File: config.mk
export PLATFORM = sky130hd
export DESIGN_NAME = spr_wb_ctrl
export DESIGN_NICKNAME = d
export VERILOG_FILES = /design/src/rtl/spr_wb_pkg.sv /design/src/rtl/spr_wb_fifo.sv /design/src/rtl/spr_wb_ctrl.sv
export SDC_FILE = /design/constraint.sdc
export NUM_CORES = 1
export LEC_CHECK = 0
export CAP_MARGIN = 10
export CORE_UTILIZATION = 25
export CTS_CLUSTER_SIZE = 30
export DETAILED_ROUTE_END_ITERATION = 6
export PLACE_DENSITY = 0.51
export SLEW_MARGIN = 40
export SYNTH_ARGS = -nofsm -noshare
export SYNTH_HDL_FRONTEND = slang
export SYNTH_HIERARCHICAL = 1
export SYNTH_SLANG_ARGS = --single-unit
File: constraint.sdc
create_clock -name clk -period 24.5 [get_ports clk]
set_clock_uncertainty 0.05 [all_clocks]
set_input_delay 2.45 -clock clk [delete_from_list [all_inputs] [get_ports clk]]
set_output_delay 2.45 -clock clk [all_outputs]
set_load 0.005 [all_outputs]
File: src/rtl/spr_wb_pkg.sv
// Shared definitions for the SPR write-back controller: default widths,
// the fixed SPR numbers used by branch-unit updates, and the write entry.
package spr_wb_pkg;

   localparam int SPR_ADDR_W = 10;
   localparam int SPR_DATA_W = 32;

   localparam logic [SPR_ADDR_W-1:0] SPR_LR_ADDR  = 10'd8;
   localparam logic [SPR_ADDR_W-1:0] SPR_CTR_ADDR = 10'd9;

   // One pending register-file write.
   typedef struct packed {
      logic [SPR_ADDR_W-1:0] addr;
      logic [SPR_DATA_W-1:0] data;
   } req_t;

endpackage

File: src/rtl/spr_wb_fifo.sv
// Overflow ring buffer for the SPR write-back controller.
// Accepts up to 3 pushes and 2 pops per cycle. Entries are presented in age
// order (index 0 = oldest) with a valid mask, so the parent can pick the
// heads for issue and scan every pending address for hazards.
module spr_wb_fifo
   import spr_wb_pkg::*;
#(
   parameter  int DEPTH = 4,
   localparam int PW    = $clog2(DEPTH),
   localparam int CW    = PW + 1
) (
   input  logic                   clk,
   input  logic                   rst_n,
   input  logic [1:0]             push_n,
   input  req_t [2:0]             push_q,
   input  logic [1:0]             pop_n,
   output logic [CW-1:0]          count,
   output req_t [DEPTH-1:0]       age_q,
   output logic [DEPTH-1:0]       age_vld
);

   req_t          mem [DEPTH];
   logic [PW-1:0] rd_ptr;
   logic [PW-1:0] wr_ptr;

   // Pointers wrap naturally (power-of-2 depth); occupancy lives in count.
   always_ff @(posedge clk or negedge rst_n) begin
      if (!rst_n) begin
         rd_ptr <= '0;
         wr_ptr <= '0;
         count  <= '0;
      end else begin
         rd_ptr <= rd_ptr + PW'(pop_n);
         wr_ptr <= wr_ptr + PW'(push_n);
         count  <= count - CW'(pop_n) + CW'(push_n);
      end
   end

   // Storage write: push slot i lands at wr_ptr + i.
   always_ff @(posedge clk) begin
      for (int i = 0; i < 3; i++) begin
         if (2'(i) < push_n) mem[wr_ptr + PW'(i)] <= push_q[i];
      end
   end

   // Age-ordered view of the ring.
   always_comb begin
      for (int k = 0; k < DEPTH; k++) begin
         age_q[k]   = mem[rd_ptr + PW'(k)];
         age_vld[k] = CW'(k) < count;
      end
   end

endmodule

File: src/rtl/spr_wb_ctrl.sv
// SPR write-back controller: merges FIFO backlog, mtspr, CTR and LR writes
// in program order onto two registered register-file write ports, buffers
// the overflow and reports pending writes to the mfspr query address.
// Optional feature macro: SPR_WB_FWD_EN adds q_data (youngest pending value).
// Struct fields follow the package widths; ADDR_W/DATA_W must match them.
module spr_wb_ctrl
   import spr_wb_pkg::*;
#(
   parameter int                ADDR_W     = SPR_ADDR_W,
   parameter int                DATA_W     = SPR_DATA_W,
   parameter int                FIFO_DEPTH = 4,
   parameter logic [ADDR_W-1:0] LR_ADDR    = SPR_LR_ADDR,
   parameter logic [ADDR_W-1:0] CTR_ADDR   = SPR_CTR_ADDR
) (
   input  logic              clk,
   input  logic              rst_n,
   input  logic              mt_vld,
   input  logic [ADDR_W-1:0] mt_addr,
   input  logic [DATA_W-1:0] mt_data,
   input  logic              ctr_vld,
   input  logic [DATA_W-1:0] ctr_data,
   input  logic              lr_vld,
   input  logic [DATA_W-1:0] lr_data,
   output logic              stall,
   output logic              wr0,
   output logic [ADDR_W-1:0] waddr0,
   output logic [DATA_W-1:0] wd0,
   output logic              wr1,
   output logic [ADDR_W-1:0] waddr1,
   output logic [DATA_W-1:0] wd1,
   input  logic [ADDR_W-1:0] q_addr,
   output logic              q_hit,
`ifdef SPR_WB_FWD_EN
   output logic [DATA_W-1:0] q_data,
`endif
   output logic              ovf_err
);

   localparam int CW = $clog2(FIFO_DEPTH) + 1;

   logic [CW-1:0]         count;
   req_t [FIFO_DEPTH-1:0] age_q;
   logic [FIFO_DEPTH-1:0] age_vld;
   req_t [2:0]            push_q;
   logic [1:0]            push_n;
   logic [1:0]            pop_n;
   req_t                  lst [8];
   logic [2:0]            n;
   logic [2:0]            want;
   logic [CW:0]           room;

   spr_wb_fifo #(.DEPTH(FIFO_DEPTH)) u_fifo (
      .clk     (clk),
      .rst_n   (rst_n),
      .push_n  (push_n),
      .push_q  (push_q),
      .pop_n   (pop_n),
      .count   (count),
      .age_q   (age_q),
      .age_vld (age_vld)
   );

   // Threshold leaves room for the worst-case +1 net growth per cycle.
   assign stall = count >= CW'(FIFO_DEPTH - 1);

   // Rank all valid writes oldest-first; first two issue, the rest are
   // pushed, truncated to the space left after this cycle's pops.
   always_comb begin
      for (int i = 0; i < 8; i++) lst[i] = '0;
      n = '0;
      if (age_vld[0]) begin lst[n] = age_q[0]; n = n + 3'd1; end
      if (age_vld[1]) begin lst[n] = age_q[1]; n = n + 3'd1; end
      if (mt_vld)  begin lst[n] = '{addr: mt_addr,  data: mt_data};  n = n + 3'd1; end
      if (ctr_vld) begin lst[n] = '{addr: CTR_ADDR, data: ctr_data}; n = n + 3'd1; end
      if (lr_vld)  begin lst[n] = '{addr: LR_ADDR,  data: lr_data};  n = n + 3'd1; end
      pop_n  = age_vld[1] ? 2'd2 : (age_vld[0] ? 2'd1 : 2'd0);
      want   = (n > 3'd2) ? n - 3'd2 : 3'd0;
      room   = (CW+1)'(FIFO_DEPTH) - {1'b0, count} + (CW+1)'(pop_n);
      push_n = ((CW+1)'(want) > room) ? room[1:0] : want[1:0];
      for (int i = 0; i < 3; i++) push_q[i] = lst[i + 2];
   end

   // Output stage: rank 1 to port 0, rank 2 to port 1.
   always_ff @(posedge clk or negedge rst_n) begin
      if (!rst_n) begin
         wr0    <= 1'b0;
         waddr0 <= '0;
         wd0    <= '0;
         wr1    <= 1'b0;
         waddr1 <= '0;
         wd1    <= '0;
      end else begin
         wr0    <= n > 3'd0;
         waddr0 <= lst[0].addr;
         wd0    <= lst[0].data;
         wr1    <= n > 3'd1;
         waddr1 <= lst[1].addr;
         wd1    <= lst[1].data;
      end
   end

   // Sticky flag: any request offered while stall was asserted.
   always_ff @(posedge clk or negedge rst_n) begin
      if (!rst_n)                                      ovf_err <= 1'b0;
      else if (stall && (mt_vld || ctr_vld || lr_vld)) ovf_err <= 1'b1;
   end

   // Hazard scan over the output ports and every live FIFO entry.
   always_comb begin
      q_hit = (wr0 && waddr0 == q_addr) || (wr1 && waddr1 == q_addr);
      for (int k = 0; k < FIFO_DEPTH; k++) begin
         if (age_vld[k] && age_q[k].addr == q_addr) q_hit = 1'b1;
      end
   end

`ifdef SPR_WB_FWD_EN
   // Youngest match wins: ports are older than any FIFO entry, so later
   // assignments (port 1, then FIFO oldest to newest) override earlier ones.
   always_comb begin
      q_data = '0;
      if (wr0 && waddr0 == q_addr) q_data = wd0;
      if (wr1 && waddr1 == q_addr) q_data = wd1;
      for (int k = 0; k < FIFO_DEPTH; k++) begin
         if (age_vld[k] && age_q[k].addr == q_addr) q_data = age_q[k].data;
      end
   end
`endif

endmodule

# After elaboration in Yosys (flattened, before gate mapping)
# Memory sizes are Yosys's and may differ from the RTL's.
# Index checks and enable logic that the tools add are counted.
dict set report word_totals {
  memories 1
  ramBits 168
  inputBits 121
  reg_bits 94
}
dict set report op_classes {
  n_eq_ne 6
  add_sub_neg 16
  n_mux 36
  magnitude_cmp 20
  reduce_logical 14
  bitwise 4
}
# name words word_bits rd rd_ports_with_merged_regs wr line_no
set mem_list {}
lappend mem_list {u_fifo.mem 4 42 4 0 3 spr_wb_fifo.sv:22} ;# req_t mem [DEPTH];
# cell n
set op_table {}
lappend op_table {{336-bit bitwise mux} 4}
lappend op_table {{336-bit 2-to-1 mux} 4}
lappend op_table {{42-bit demux with 3-bit select} 4}
lappend op_table {{42-bit 2-to-1 mux} 5}
lappend op_table {{10-bit equality test} 6}
lappend op_table {{4-bit >= comparator (second input constant)} 4}
lappend op_table {{4-bit by 1-bit less-than comparator with 1-bit output (second input constant)} 4}
lappend op_table {{3-bit inverter with 4-bit output} 4}
lappend op_table {{3-bit 2-to-1 mux} 5}
lappend op_table {{3-bit by 1-bit adder with 3-bit output (second input constant)} 4}
lappend op_table {{1-bit 2-to-1 mux} 12}
lappend op_table {{1-bit logical AND} 11}
lappend op_table {{2-bit adder (second input constant)} 3}
lappend op_table {{3-bit by 1-bit greater-than comparator with 1-bit output (second input constant)} 2}
lappend op_table {{1-bit by 3-bit less-than comparator with 1-bit output (first input constant)} 2}
lappend op_table {{2-bit by 3-bit less-than comparator with 1-bit output (first input constant)} 2}
lappend op_table {{2-bit by 1-bit adder with 2-bit output (second input constant)} 2}
lappend op_table {{2-bit adder} 2}
lappend op_table {{4-bit by 2-bit adder with 4-bit output} 1}
lappend op_table {{3-bit by 4-bit greater-than comparator with 1-bit output} 1}
lappend op_table {{1-bit by 2-bit less-than comparator with 1-bit output (first input constant)} 2}
lappend op_table {{2-bit 2-to-1 mux} 2}
lappend op_table {{3-bit by 3-bit subtractor with 4-bit output (first input constant)} 1}
lappend op_table {{3-bit by 2-bit adder with 3-bit output} 1}
lappend op_table {{6 further kinds} 8}

# Longest topological paths before layout
dict set report logic_depth {
  word_depth 17
  depth_mapped 29
  ltp_nobuf 27
}

# By module
# Netlist, hierarchy kept.
# module seq_area_each_um2 cells_per_inst n_inst area_per_inst_um2
set modules_own_cells {}
lappend modules_own_cells {spr_wb_fifo 5220.0 1177 1 12829.8}
lappend modules_own_cells {spr_wb_ctrl 2177.1 984 1 7541.0}

# Least setup slack after synthesis
# Ideal clock, no wire load.
dict set report synth_timing {
  path_kind {input-to-reg}
  start {input port mt_vld}
  end {memory u_fifo/mem[2][0] (netlist bit) (enable)}
  required_ps 23945
  cell_stages 21
  setup_time_ps 505
  t_arrival_ps 9555
  path_slack_ps 14390
  cell_sequence {buf_2 inv_1 fa_1 inv_1 ha_1 nand2b_1 o31ai_4 inv_2 ha_1 xnor3_1 a32oi_1 nand2_1 ha_1 inv_1 a21o_1 a21oi_1 a311oi_1 mux2i_1 buf_2 a21oi_1 a211oi_1}
}
# element line_no
set synth_lines {}
lappend synth_lines {{start, declared} spr_wb_ctrl.sv:17} ;# input logic mt_vld,
lappend synth_lines {{end, declared} spr_wb_fifo.sv:22}

==> flow_metrics.env <==
export IMPL_violations="design-rule violations"
export IMPL_initial_core_util=0.253
export IMPL_die_h_microns=277
export IMPL_die_w_microns=277
export IMPL_worstPathArrival_ps=8930
export IMPL_syn_inst=2088
export IMPL_relSlewSlack=0.449
export IMPL_cts_buffer_depth=3
export IMPL_synth_avg_cell_area_sq_um=9.04
export IMPL_netlist_area_sq_um=18900
export IMPL_crit_required_ps=24620
export IMPL_post_route_drc_count=1
export IMPL_num_nets_final=2345
export IMPL_grt_pass1_wl_microns=114000
export IMPL_diodes=0
export IMPL_dp_hpwl_microns=49400
export IMPL_drive_above_1_share=0.113
export IMPL_rsz0062_at_grt="false"
export IMPL_cp_end_kind="register"
export IMPL_core_sq_um=74600
export IMPL_vias=17979
export IMPL_r2r_slack_ps=16800
export IMPL_worst_slew_pin_slew_ps=826
export IMPL_post_route_period_util=0.359
export IMPL_finalSetupTns_ps=0
export IMPL_htreeDepth=2
export IMPL_cp_max_fo=26
export IMPL_path_cells="clkdlybuf4s50_1 > inv_1 > fa_1 > inv_1 > ha_1 > nand2b_1 > o31ai_4 > inv_2 > ha_1 > xnor3_1 > a32oi_1 > nand2_1 > ha_1 > inv_1 > a21o_1 > a21oi_1 > a311oi_1 > mux2i_1 > buf_4 > nand2_1 > a21oi_4 > buf_4"
export IMPL_drt_iter0_drc=1826
export IMPL_postCtsSetupBuffers=0
export IMPL_cts_root_buf="clkbuf_16"
export IMPL_wl_per_cell_microns=24.3
export IMPL_grt_max_degree=68
export IMPL_routed_wl_microns=77800
export IMPL_yosys_warnings=6
export IMPL_slowest_stage="fa_1"
export IMPL_holdCritPathClass="reg2reg"
export IMPL_rows=100
export IMPL_grt_pass1_vias=17736
export IMPL_area_growth_pct=22.5
export IMPL_worstSetupStartpointType="primary input"
export IMPL_die_area_sq_um=76600
export IMPL_setup_viol=0
export IMPL_cpPeakStageDelay_ps=830
export IMPL_clock_sinks=262
export IMPL_dr_pass1_iters=7
export IMPL_routabilityCongestion=0.816
export IMPL_grt_overflow_total=0
export IMPL_io_buffers=209
export IMPL_hold_viol_final=0
export IMPL_cts_inserted_buffers=35
export IMPL_maxSlewViolCount=0
export IMPL_outcome="finished with violations"
export IMPL_clkSlewWorstSetupHoldPaths_ps=60
export IMPL_cts_resized=0
export IMPL_antenna_found_initial=1
export IMPL_cts_tree="done"
export IMPL_grt_util_all_layers=0.197
export IMPL_critPathKind="in2reg"
export IMPL_timing_fmax_ghz=0.114
export IMPL_min_period_ps=8810
export IMPL_final_antenna_net_count=0
export IMPL_ctsHoldBuffers=0
export IMPL_clkLatencyLatePin_ps=550
export IMPL_avgViaCountPerCell=5.61
export IMPL_maxCapViolations=0
export IMPL_io_pins=210
[path summary, 6_finish.rpt]
check,endpoint,cells past startpoint,from
max,u_fifo/mem[3][3],22,mt_vld
min,ovf_err,1,ovf_err
max reg2reg,u_fifo/mem[3][3],23,u_fifo/count[2]
min reg2reg,ovf_err,1,ovf_err
max in group asynchronous,wd0[21],2,rst_n
min in group asynchronous,ovf_err,1,rst_n
[per-layer routing]
layer / GRT usage / routed length (microns)
met5: 0 / 0
met4: 0.0758 / 2580
met3: 0.0457 / 8410
met2: 0.308 / 34800
met1: 0.263 / 32000
[state kept, by name, indices dropped and copies added, names as in the netlist]
| register | cells |
|---|---|
| u_fifo/mem | 168 |
| wr1 | 1 |
| waddr0 | 10 |
| u_fifo/count | 3 |
| wd1 | 32 |
| wd0 | 32 |
| u_fifo/wr_ptr | 2 |
| waddr1 | 10 |
| ovf_err | 1 |
| u_fifo/rd_ptr | 2 |
| wr0 | 1 |
[cells in the final DEF, fill, tap and decap left out, types with 5 or more instances in the layout]
cell type,count
nand2_1,431
nor2_1,271
clkdlybuf4s50_1,208
a31oi_1,191
edfxtp_1,168
o21ai_0,111
mux4_2,104
dfrtp_1,92
a21oi_1,67
xnor2_1,48
buf_4,45
a22o_1,44
a221oi_1,40
a22oi_1,40
clkbuf_16,37
a221o_1,35
conb_1,32
nand3_1,25
xor2_1,20
o21ai_1,19
inv_1,18
and2_1,17
nand4_1,15
a21o_1,15
ha_1,14
nor3_1,10
clkbuf_1,10
buf_6,6
or2_2,5
nor4_1,5
[per-stage QoR]
step,util,cell area (sq um),hold slack [ps],setup slack (ps),std cells
3_3_place_gp,0.294,21900,391,15240,3132
4_1_cts,0.310,23100,419,15670,3201
3_5_place_dp,0.295,22000,406,15120,3137
5_1_grt,0.310,23100,459,15320,3202
6_report,0.310,23100,412,15690,3202
2_1_floorplan,-,19000,401,14390,2119
[critical path: cells and delay by family]
| family | cells | cell delay [ps] |
|---|---|---|
| multiplexers | 1 | 260 |
| XOR/XNOR | 1 | 400 |
| adder cells (fa/ha/maj) | 4 | 1590 |
| buffers and inverters | 7 | 1950 |
| AO/OA/AOI/OAI | 6 | 1770 |
| AND/OR/NAND/NOR | 3 | 480 |
[cell type report]
class                      instances  area (sq um)
timing repair buffer             261          2540
tap                              969          1210
multi-input combinational       1625         10800
fill                            7626         51400
sequential                       262          7400
clock inverter                    14           114
clock buffer                      50          1000
inverter                          21          78.8
Power is not shown: default switching activity piles up to over one toggle a cycle in this logic, so the estimate is an artifact.
